### src/rtl/vga_pkg.sv
// Shared constants and types for the 640x480@60 Hz VGA raster generator.
// Default timing is the standard 25 MHz mode; totals are derived from the parts.
package vga_pkg;

  localparam int COORD_W = 12;

  localparam int DEF_H_ACTIVE = 640;
  localparam int DEF_H_FP     = 16;
  localparam int DEF_H_SYNC   = 96;
  localparam int DEF_H_BP     = 48;

  localparam int DEF_V_ACTIVE = 480;
  localparam int DEF_V_FP     = 10;
  localparam int DEF_V_SYNC   = 2;
  localparam int DEF_V_BP     = 33;

  localparam int H_TOTAL = DEF_H_ACTIVE + DEF_H_FP + DEF_H_SYNC + DEF_H_BP;
  localparam int V_TOTAL = DEF_V_ACTIVE + DEF_V_FP + DEF_V_SYNC + DEF_V_BP;

  typedef logic [2:0]         color_t;
  typedef logic [COORD_W-1:0] coord_t;

  // True when val lies in [first, first+len-1]; unsigned compares only.
  function automatic logic in_span(input coord_t val, input coord_t first,
                                   input coord_t len);
    coord_t stop;
    stop = coord_t'(first + len);
    return (val >= first) && (val < stop);
  endfunction

endpackage

### src/rtl/vga_timing_gen_if.sv
// Pixel-side bundle between the raster generator (master) and the image
// source / pads (slave). frame_tick exists only when VGA_FRAME_TICK_EN is defined.
interface vga_timing_gen_if;
  import vga_pkg::*;

  coord_t x;
  coord_t y;
  color_t color;
  logic   vga_r;
  logic   vga_g;
  logic   vga_b;
  logic   hsync;
  logic   vsync;
  logic   active;
`ifdef VGA_FRAME_TICK_EN
  logic   frame_tick;

  modport master (
    output x, y, vga_r, vga_g, vga_b, hsync, vsync, active, frame_tick,
    input  color
  );

  modport slave (
    input  x, y, vga_r, vga_g, vga_b, hsync, vsync, active, frame_tick,
    output color
  );
`else
  modport master (
    output x, y, vga_r, vga_g, vga_b, hsync, vsync, active,
    input  color
  );

  modport slave (
    input  x, y, vga_r, vga_g, vga_b, hsync, vsync, active,
    output color
  );
`endif

endinterface

### src/rtl/vga_timing_gen_raster_counter.sv
// Enabled wrap counter 0..TOTAL-1 with a terminal-count flag; used once for
// pixels within a line and once for lines within a frame.
module raster_counter #(
  parameter int TOTAL = vga_pkg::H_TOTAL,
  parameter int W     = vga_pkg::COORD_W
) (
  input  logic         clk,
  input  logic         srst,
  input  logic         en,
  output logic [W-1:0] count,
  output logic         tc
);

  localparam logic [W-1:0] LAST = W'(TOTAL - 1);

  logic [W-1:0] count_reg;
  logic [W-1:0] count_next;

  assign tc    = (count_reg == LAST);
  assign count = count_reg;

  always_comb begin
    count_next = count_reg;
    if (en) begin
      count_next = tc ? '0 : count_reg + 1'b1;
    end
  end

  always_ff @(posedge clk) begin
    if (srst) begin
      count_reg <= '0;
    end else begin
      count_reg <= count_next;
    end
  end

endmodule

### src/rtl/vga_timing_gen.sv
// VGA raster timing: 1-based x/y to the image source, one register stage on
// RGB/sync/active so all pads align. Optional frame_tick via VGA_FRAME_TICK_EN.
module vga_timing_gen
  import vga_pkg::*;
#(
  parameter int   H_ACTIVE    = DEF_H_ACTIVE,
  parameter int   H_FP        = DEF_H_FP,
  parameter int   H_SYNC      = DEF_H_SYNC,
  parameter int   H_BP        = DEF_H_BP,
  parameter int   V_ACTIVE    = DEF_V_ACTIVE,
  parameter int   V_FP        = DEF_V_FP,
  parameter int   V_SYNC      = DEF_V_SYNC,
  parameter int   V_BP        = DEF_V_BP,
  parameter logic SYNC_ACTIVE = 1'b0
) (
  input  logic             CLOCK_25,
  input  logic             reset,
  vga_timing_gen_if.master vga
);

  localparam int H_TOT = H_ACTIVE + H_FP + H_SYNC + H_BP;
  localparam int V_TOT = V_ACTIVE + V_FP + V_SYNC + V_BP;

  localparam coord_t H_VIS    = coord_t'(H_ACTIVE);
  localparam coord_t V_VIS    = coord_t'(V_ACTIVE);
  localparam coord_t HS_FIRST = coord_t'(H_ACTIVE + H_FP);
  localparam coord_t HS_LEN   = coord_t'(H_SYNC);
  localparam coord_t VS_FIRST = coord_t'(V_ACTIVE + V_FP);
  localparam coord_t VS_LEN   = coord_t'(V_SYNC);

  coord_t h_cnt;
  coord_t v_cnt;
  logic   h_tc;
  logic   v_tc;

  logic   vis;
  logic   hs_int;
  logic   vs_int;

  color_t rgb_reg;
  color_t rgb_next;
  logic   active_reg;
  logic   active_next;
  logic   hsync_reg;
  logic   hsync_next;
  logic   vsync_reg;
  logic   vsync_next;

  // Line counter free-runs; the frame counter advances only on line wrap.
  raster_counter #(
    .TOTAL (H_TOT),
    .W     (COORD_W)
  ) u_h_counter (
    .clk   (CLOCK_25),
    .srst  (reset),
    .en    (1'b1),
    .count (h_cnt),
    .tc    (h_tc)
  );

  raster_counter #(
    .TOTAL (V_TOT),
    .W     (COORD_W)
  ) u_v_counter (
    .clk   (CLOCK_25),
    .srst  (reset),
    .en    (h_tc),
    .count (v_cnt),
    .tc    (v_tc)
  );

  assign vga.x = h_cnt + coord_t'(1);
  assign vga.y = v_cnt + coord_t'(1);

  assign vis    = (h_cnt < H_VIS) && (v_cnt < V_VIS);
  assign hs_int = in_span(h_cnt, HS_FIRST, HS_LEN);
  assign vs_int = in_span(v_cnt, VS_FIRST, VS_LEN);

  always_comb begin
    rgb_next    = vis ? vga.color : '0;
    active_next = vis;
    hsync_next  = hs_int ? SYNC_ACTIVE : ~SYNC_ACTIVE;
    vsync_next  = vs_int ? SYNC_ACTIVE : ~SYNC_ACTIVE;
  end

  // Single pad stage: colour sampled in the same cycle as the x/y it answers.
  always_ff @(posedge CLOCK_25) begin
    if (reset) begin
      rgb_reg    <= '0;
      active_reg <= 1'b0;
      hsync_reg  <= ~SYNC_ACTIVE;
      vsync_reg  <= ~SYNC_ACTIVE;
    end else begin
      rgb_reg    <= rgb_next;
      active_reg <= active_next;
      hsync_reg  <= hsync_next;
      vsync_reg  <= vsync_next;
    end
  end

  assign vga.vga_r  = rgb_reg[2];
  assign vga.vga_g  = rgb_reg[1];
  assign vga.vga_b  = rgb_reg[0];
  assign vga.active = active_reg;
  assign vga.hsync  = hsync_reg;
  assign vga.vsync  = vsync_reg;

`ifdef VGA_FRAME_TICK_EN
  logic frame_tick_reg;
  logic frame_tick_next;

  assign frame_tick_next = h_tc & v_tc;

  always_ff @(posedge CLOCK_25) begin
    if (reset) begin
      frame_tick_reg <= 1'b0;
    end else begin
      frame_tick_reg <= frame_tick_next;
    end
  end

  assign vga.frame_tick = frame_tick_reg;
`else
  logic frame_wrap_unused;
  assign frame_wrap_unused = h_tc & v_tc;
`endif

endmodule

### src/flat_wrapper.sv
// flat-port wrapper written by rule: the top's interface ports become plain ports
module vga_timing_gen_flat import vga_pkg::*;
#(
  parameter int   H_ACTIVE    = DEF_H_ACTIVE,
  parameter int   H_FP        = DEF_H_FP,
  parameter int   H_SYNC      = DEF_H_SYNC,
  parameter int   H_BP        = DEF_H_BP,
  parameter int   V_ACTIVE    = DEF_V_ACTIVE,
  parameter int   V_FP        = DEF_V_FP,
  parameter int   V_SYNC      = DEF_V_SYNC,
  parameter int   V_BP        = DEF_V_BP,
  parameter logic SYNC_ACTIVE = 1'b0
)
  (CLOCK_25, reset, vga_x, vga_y, vga_vga_r, vga_vga_g, vga_vga_b, vga_hsync, vga_vsync, vga_active, vga_color);
  vga_timing_gen_if vga_i ();
  input  logic CLOCK_25;
  input  logic reset;
  output wire logic [$bits(vga_i.x)-1:0] vga_x;
  output wire logic [$bits(vga_i.y)-1:0] vga_y;
  output wire logic [$bits(vga_i.vga_r)-1:0] vga_vga_r;
  output wire logic [$bits(vga_i.vga_g)-1:0] vga_vga_g;
  output wire logic [$bits(vga_i.vga_b)-1:0] vga_vga_b;
  output wire logic [$bits(vga_i.hsync)-1:0] vga_hsync;
  output wire logic [$bits(vga_i.vsync)-1:0] vga_vsync;
  output wire logic [$bits(vga_i.active)-1:0] vga_active;
  input wire logic [$bits(vga_i.color)-1:0] vga_color;
  assign vga_x = vga_i.x;
  assign vga_y = vga_i.y;
  assign vga_vga_r = vga_i.vga_r;
  assign vga_vga_g = vga_i.vga_g;
  assign vga_vga_b = vga_i.vga_b;
  assign vga_hsync = vga_i.hsync;
  assign vga_vsync = vga_i.vsync;
  assign vga_active = vga_i.active;
  assign vga_i.color = vga_color;
  vga_timing_gen #(.H_ACTIVE(H_ACTIVE), .H_FP(H_FP), .H_SYNC(H_SYNC), .H_BP(H_BP), .V_ACTIVE(V_ACTIVE), .V_FP(V_FP), .V_SYNC(V_SYNC), .V_BP(V_BP), .SYNC_ACTIVE(SYNC_ACTIVE)) u_core (.CLOCK_25(CLOCK_25), .reset(reset), .vga(vga_i));
endmodule
### config.mk
export PLATFORM = sky130hd
export DESIGN_NAME = vga_timing_gen_flat
export DESIGN_NICKNAME = d
export VERILOG_FILES = /design/src/rtl/vga_pkg.sv /design/src/rtl/vga_timing_gen_if.sv /design/src/rtl/vga_timing_gen_raster_counter.sv /design/src/rtl/vga_timing_gen.sv /design/src/flat_wrapper.sv
export SDC_FILE = /design/constraint.sdc
export NUM_CORES = 1
export LEC_CHECK = 0
export CAP_MARGIN = 20
export CORE_MARGIN = 2
export CORE_UTILIZATION = 44
export DETAILED_ROUTE_END_ITERATION = 8
export PLACE_DENSITY = 0.75
export SLEW_MARGIN = 20
export SYNTH_ARGS = -nofsm -noshare
export SYNTH_HDL_FRONTEND = slang
export SYNTH_SLANG_ARGS = --single-unit
### constraint.sdc
create_clock -name CLOCK_25 -period 1.83 [get_ports CLOCK_25]
set_input_delay 0.183 -clock CLOCK_25 [delete_from_list [all_inputs] [get_ports CLOCK_25]]
set_output_delay 0.183 -clock CLOCK_25 [all_outputs]
set_load 0.005 [all_outputs]
==> qor.txt <==
status - finished with violations
failing checks - negative setup slack
Final Hold Violating Endpoints - 0
GRT Util Overall - 0.2834
synth warn - 0
RSZ-0062 raised after global routing - true
min setup slack post-route - -0.2269 ns
peak supply drop - 0.0003756 V
largest net degree at the start of global routing - 11
Setup-failing EPs final - 18
WP data required - 2.10 ns
initial antenna violation count - 0
synthesized area per cell - 8.922 sq um
HP Start - vga_color[0]
Cells after DPL - 269
Hold Crit Depth - 2
DRT Wirelength - 4937 um
area of the mapped netlist - 0.001436 sq mm
commonest non-fill, non-tap cell in the layout - buf_4
Post-Syn Instances - 161
initial DRC count - 67
final worst path period share - 1.124
fin. max-slew vios - 0
CTS clk-pin slew, worst paths - 0.10 ns
WHS - 0.4032 ns
nets - 267
Reg power frac - 0.565
width of the die - 61.14 um
largest buffer count on any clock path - 2
vias in the first global route - 1,578
reg2reg start - u_core.u_h_counter.count[6]$_SDFF_PP0_
Power, Total - 1.181 mW
worst reg2reg path endpoint - u_core.u_v_counter.count[5]$_SDFFE_PP0N_
Logic pwr share - 0.074
Critical Path Sink Type - flop
# diodes - 0
H-tree depth - 2
clock sink total - 30
Psw - 0.2843 mW
die height - 61.14 um
GPL Wtd Cong - 0.8333
flops & latches, synth - 30
met1 Track Usage GR - 0.3037
CP Launch Type - flop
post-synthesis sequential area ratio - 0.4181
global route hottest layer - met2
DRC errors left - 0
Yosys cell types - 32
Worst-Margin Slew - 0.4758 ns
DR WL/cell - 16.29 um
Clock Skew - 0.005516 ns
Pint - 0.8964 mW
Slew Limit Headroom - 0.6783
CTS buffer count - 5
clock power share - 0.362
row count - 20
# Max-Cap Violations - 0
pre-CTS WS - -0.1039 ns
Tmin final - 2.057 ns
global-route wire length before repair - 7507 um
CP arrival - 2.33 ns
Setup CP Type - flop to flop
worst hold path endpoint - u_core.rgb_reg[0]$_SDFF_PP0_
P_leak - 1.210 nW
TritonCTS clock tree - done
GRT met3 Usage - 0.08613
commonest cells after routing, fill and taps aside - buf_4, dfxtp_1, and2_1
worst-path maximum fanout - 2
I/O Pins - 35
Final ANT Viol Nets - 0
Final HPWL DP - 2780 um
CTS Hold Buffers Added - 0
clock root cell - clkbuf_4
Achievable Freq - 486.2 MHz
Core Area - 0.003078 sq mm
iteration count of the initial detailed-routing pass - 4
die area - 0.003737 sq mm
Port Buffers - 34
layout cells sized above 1 - 0.4903
Syn-to-layout area delta - 75.61%
final non-filler cell total - 303
Worst Reg-to-Reg Cells - 5
R2R setup slack - -0.23 ns
Power Density - 468.1 mW/mm^2
switching share of power - 0.2408
Overflow after GRT - 0
HP Class - input port to flop
met2 usage - 0.5015
via/cell ratio - 5.323
Syn Nets - 170
Initial Utilization - 0.4667
Worst-Skew Late Latency - 0.34 ns
vias - 1,613
==> metal layers <==
metal / part of all wire / vias up / wire length, um
met3: 0.053 / 26 / 260
met5: 0 / - / 0
met4: 0.047 / 0 / 233
li1: - / 758 / -
met2: 0.51 / 66 / 2537
met1: 0.39 / 763 / 1906
==> final cells by class <==
type | count | area (sq um)
Sequential cell | 30 | 628.1
Clock inverter | 1 | 5.005
Fill cell | 194 | 555.5
Multi-Input combinational cell | 116 | 982.2
Clock buffer | 7 | 55.05
Tap cell | 44 | 55.05
Inverter | 9 | 33.78
Timing Repair Buffer | 96 | 763.2
==> cells by family (layout without fill, tap and decap cells) <==
group	Yosys count	after routing	share of synthesized area
flip-flops	30	30	0.4181
adder cells (fa/ha/maj)	4	4	0.03484
AND/OR/NAND/NOR	76	76	0.3101
XOR/XNOR	19	19	0.1159
buffers and inverters	15	113	0.04181
AO/OA/AOI/OAI	17	17	0.07927
==> power groups by stage <==
| stage | combinational, mW | clock, mW | sequential, mW |
|---|---|---|---|
| floorplan | 0.0222 | 0 | 0.685 |
| global placement | 0.0821 | 0 | 0.682 |
| detailed placement | 0.0850 | 0 | 0.683 |
| CTS | 0.0841 | 0.424 | 0.669 |
| global route | 0.0933 | 0.461 | 0.668 |
| finish | 0.0869 | 0.427 | 0.667 |
==> worst max path at each step <==
stage / start / end / slack (ns) / cells past startpoint
2_1_floorplan: u_core.u_h_counter.count[4]$_SDFF_PP0_ / u_core.u_v_counter.count[6]$_SDFFE_PP0N_ / -0.08 / 5
3_3_place_gp: u_core.u_h_counter.count[5]$_SDFF_PP0_ / u_core.u_v_counter.count[5]$_SDFFE_PP0N_ / -0.07 / 4
3_5_place_dp: u_core.u_h_counter.count[5]$_SDFF_PP0_ / u_core.u_v_counter.count[5]$_SDFFE_PP0N_ / -0.10 / 4
4_1_cts: u_core.u_h_counter.count[6]$_SDFF_PP0_ / u_core.u_v_counter.count[5]$_SDFFE_PP0N_ / -0.18 / 5
5_1_grt: u_core.u_h_counter.count[6]$_SDFF_PP0_ / u_core.u_v_counter.count[5]$_SDFFE_PP0N_ / -0.26 / 5
6_report: u_core.u_h_counter.count[6]$_SDFF_PP0_ / u_core.u_v_counter.count[5]$_SDFFE_PP0N_ / -0.23 / 5
==> critical path, cell delays in order (launching register included) <==
cell     delay [ns]
dfxtp_2        0.34
buf_6          0.11
or4_4          0.47
or4_4          0.45
or4b_4         0.50
a21oi_1        0.13
==> what timing repair did <==
action	4_1_cts	5_1_grt
gates resized for setup	97	25
pin swaps	25	20
hold endpoints to repair	0	0
setup buffers	19	8
endpoints found under the setup margin	34	37
==> per-stage QoR <==
step | TNS (ns) | cell area [sq um] | utilization
floorplan | -0.5173 | 1443 | -
global placement | -0.1843 | 2082 | 0.6764
detailed placement | -0.4607 | 2082 | 0.6764
CTS | -1.145 | 2421 | 0.7866
global route | -4.782 | 2522 | 0.8195
finish | -2.370 | 2522 | 0.8195
==> cells in the mapped netlist (all sizes together) <==
| library cell | n | area share |
|---|---|---|
| dfxtp | 30 | 0.42 |
| and2 | 14 | 0.061 |
| nand3 | 14 | 0.049 |
| xnor2 | 10 | 0.061 |
| inv | 9 | 0.024 |
| nand2 | 9 | 0.024 |
| xor2 | 9 | 0.055 |
| nor4 | 7 | 0.030 |
| nor3 | 6 | 0.021 |
| o21ai | 6 | 0.021 |
| a22o | 5 | 0.030 |
| clkbuf | 5 | 0.013 |
| nor2 | 5 | 0.013 |
| ha | 4 | 0.035 |
| nand4 | 4 | 0.017 |
| a21oi | 3 | 0.010 |
| or2 | 3 | 0.013 |
| and4 | 2 | 0.012 |
| nand2b | 2 | 0.0087 |
| or4 | 2 | 0.016 |
| or4b | 2 | 0.014 |
| a311oi | 1 | 0.0061 |
| and3 | 1 | 0.0044 |
| and4b | 1 | 0.0070 |
| buf | 1 | 0.0052 |
| nor2b | 1 | 0.0044 |
| nor4b | 1 | 0.0061 |
| o211ai | 1 | 0.0052 |
| o31a | 1 | 0.0061 |
| or2b | 1 | 0.0052 |
| or3 | 1 | 0.0044 |
(Power assumes the default switching activity.)
==> RTL change, RTL diff (same flow settings) <==
`COORD_W`: 12 -> 24.
--- a/src/rtl/vga_pkg.sv
+++ b/src/rtl/vga_pkg.sv
@@ -2,7 +2,7 @@
 // Default timing is the standard 25 MHz mode; totals are derived from the parts.
 package vga_pkg;
 
-  localparam int COORD_W = 12;
+  localparam int COORD_W = 24;
 
   localparam int DEF_H_ACTIVE = 640;
   localparam int DEF_H_FP     = 16;
Interface: changed (resized vga_x and vga_y); port bits go from 35 to 59. No check against the original RTL was run, so the function may have changed too.
==> RTL change against the unedited design <==
  * The flow still finishes with violations (negative setup slack)
  * Total power increased by 99%
  * Die area rose by 98%
  * Utilization grew 9.4 points
  * Sequential share of layout area decreased by 5.7 points
  * Setup slack worse by 0.17 ns
  * Sequential cell count rose by 24
  * Synthesized area up 110%
  * Fmax down 7.8%
  * Design area grew 130%
  * Routed wire length grew to 3.4 times the old value
==> RTL change: results (changes against the unedited design) <==
stage,metric,value,unit,change
logic_synthesis,synth_mux_area_share,0.339,%,was 0%
logic_synthesis,netlist_top_cells_area,"dfxtp_1 37%, xnor2_1 11%, nor2b_1 4.7%",,"was dfxtp_1 42%, and2_1 6.1%, xnor2_1 6.1%"
final_layout,fillCellCount,225,,was 194
sta,fin_skew,0.0117,ns,was 0.00552 ns
placement,gp_congestion,0.889,,was 0.833
routing,routed_wl,16.7,mm,was 4.94 mm
logic_synthesis,synthTopCellsByCount,"54 x dfxtp_1, 38 x xnor2_1, 34 x nor2_1",,"was 30 x dfxtp_1, 14 x and2_1, 14 x nand3_1"
critical_path,required,2.05,ns,was 2.10 ns
clocking,clockRootBuffer,clkbuf_8,,was clkbuf_4
logic_synthesis,synth-compound-area-share,6.82,%,was 7.93%
placement,place_ws,-0.366,ns,was -0.104 ns
routing,num_vias,4081,,was 1613
global_route,grt_pass1_vias,3672,,was 1578
global_route,grt_max_degree,25,,was 11
logic_synthesis,synth_fa_ha_area_share,1.69,%,was 3.48%
routing,drtIter0Drc,403,,was 67
global_route,grt_usage,30.3,%,was 28.3%
run_status,outcome,"finished, violations left",,unchanged
sta,final-setup-viol-count,88,,was 18
pwr,ir_drop,0.000495,V,was 0.000376 V
logic_synthesis,yosysWarnings,0,,unchanged
run_status,failed_checks,negative setup slack,,unchanged
min_path,min_path_type,in -> reg,,unchanged
final_layout,nets,574,,was 267
final_layout,drive_gt1_share,63.1,%,was 49.0%
sta,worst_pin_slew,0.403,ns,was 0.476 ns
logic_synthesis,synth_nets,369,,was 170
logic_synthesis,synth_xor_area_share,15.7,%,was 11.6%
logic_synthesis,seq_area_frac_synth,36.6,%,was 41.8%
routing,drt_first_pass_iters,5,,was 4
global_route,grt_pass1_wl,17.6,mm,was 7.51 mm
critical_path,path_max_fanout,10,,was 2
placement,dpl.hpwl,6.22,mm,was 2.78 mm
placement,io_buffers,58,,was 34
sta,setup_ws,-0.401,ns,was -0.227 ns
placement,post_dp_cell_area,4330,µm²,was 2080 µm²
-- RTL change: cell count changes after synthesis, sizes merged, moves of 11 or more --
cell / change
nor2: +29
xnor2: +28
dfxtp: +24
nor2b: +21
or3: +13
clkbuf: +12
a21oi: +11
nand2: +11
nand4: +11
-- RTL change: cell type report --
class / instances / share of cell area [%]
multi-input cells: 270 / 45.7
repair buffers: 218 / 30.0
flip-flops and latches: 54 / 19.2
well taps: 77 / 1.64
clock buffers: 6 / 1.41
clock inverters: 2 / 1.02
inverters: 16 / 1.02
-- RTL change: final timing paths --
| path | start | to | slack [ns] | cells past startpoint |
|---|---|---|---|---|
| setup / recovery | u_core.u_h_counter.count[7]$_SDFF_PP0_ | u_core.u_v_counter.count[2]$_SDFFE_PP0P_ | -0.40 | 6 |
| hold / removal | vga_color[0] | u_core.rgb_reg[0]$_SDFF_PP0_ | 0.44 | 2 |
| setup reg to reg | u_core.u_h_counter.count[7]$_SDFF_PP0_ | u_core.u_v_counter.count[2]$_SDFFE_PP0P_ | -0.40 | 6 |
| hold reg to reg | u_core.u_h_counter.count[19]$_SDFF_PP0_ | u_core.u_h_counter.count[19]$_SDFF_PP0_ | 0.62 | 2 |
-- RTL change: cells by family after synthesis --
group,Yosys count
buffers and inverters,38
adder cells (fa/ha/maj),4
flip-flops,54
XOR/XNOR,53
AND/OR/NAND/NOR,180
AO/OA/AOI/OAI,30
multiplexers,1
-- RTL change: metal layers --
metal  wire length (µm)  share of wire [%]  GRT usage (%)
met1               5340                 32           32.3
met2               8200                 49           55.4
met3               1560                9.3           5.49
met4               1620                9.7           17.7
met5                  0                  0              0
-- RTL change: metrics by stage --
stage	setup TNS [ns]	cells
after floorplan	-4.40	360
after global placement	-12.25	573
after detailed placement	-15.27	573
after CTS	-9.25	609
after global routing	-22.08	643
final	-19.00	643
-- RTL change: critical path, cell delays in order, from the launching register on --
cell	delay (ns)
dfxtp_2	0.34
or4b_1	0.53
or3_4	0.39
or2_4	0.33
clkbuf_16	0.18
o21ai_1	0.26
a21oi_2	0.09
-- RTL change: timing repair --
action                                  in CTS  in global routing
pin swaps                                   64                 56
hold buffers                                 0                  0
cloned                                       0                  3
gates resized for setup                    274                116
endpoints found under the setup margin      97                 94
buffers inserted                            29                 34
-- RTL change: power by group --
group | internal, µW | switching (µW) | leakage (µW)
combinational | 58.7 | 60.2 | 0.00219
clock | 584 | 452 | 0.0000714
sequential | 1180 | 9.93 | 0.000451
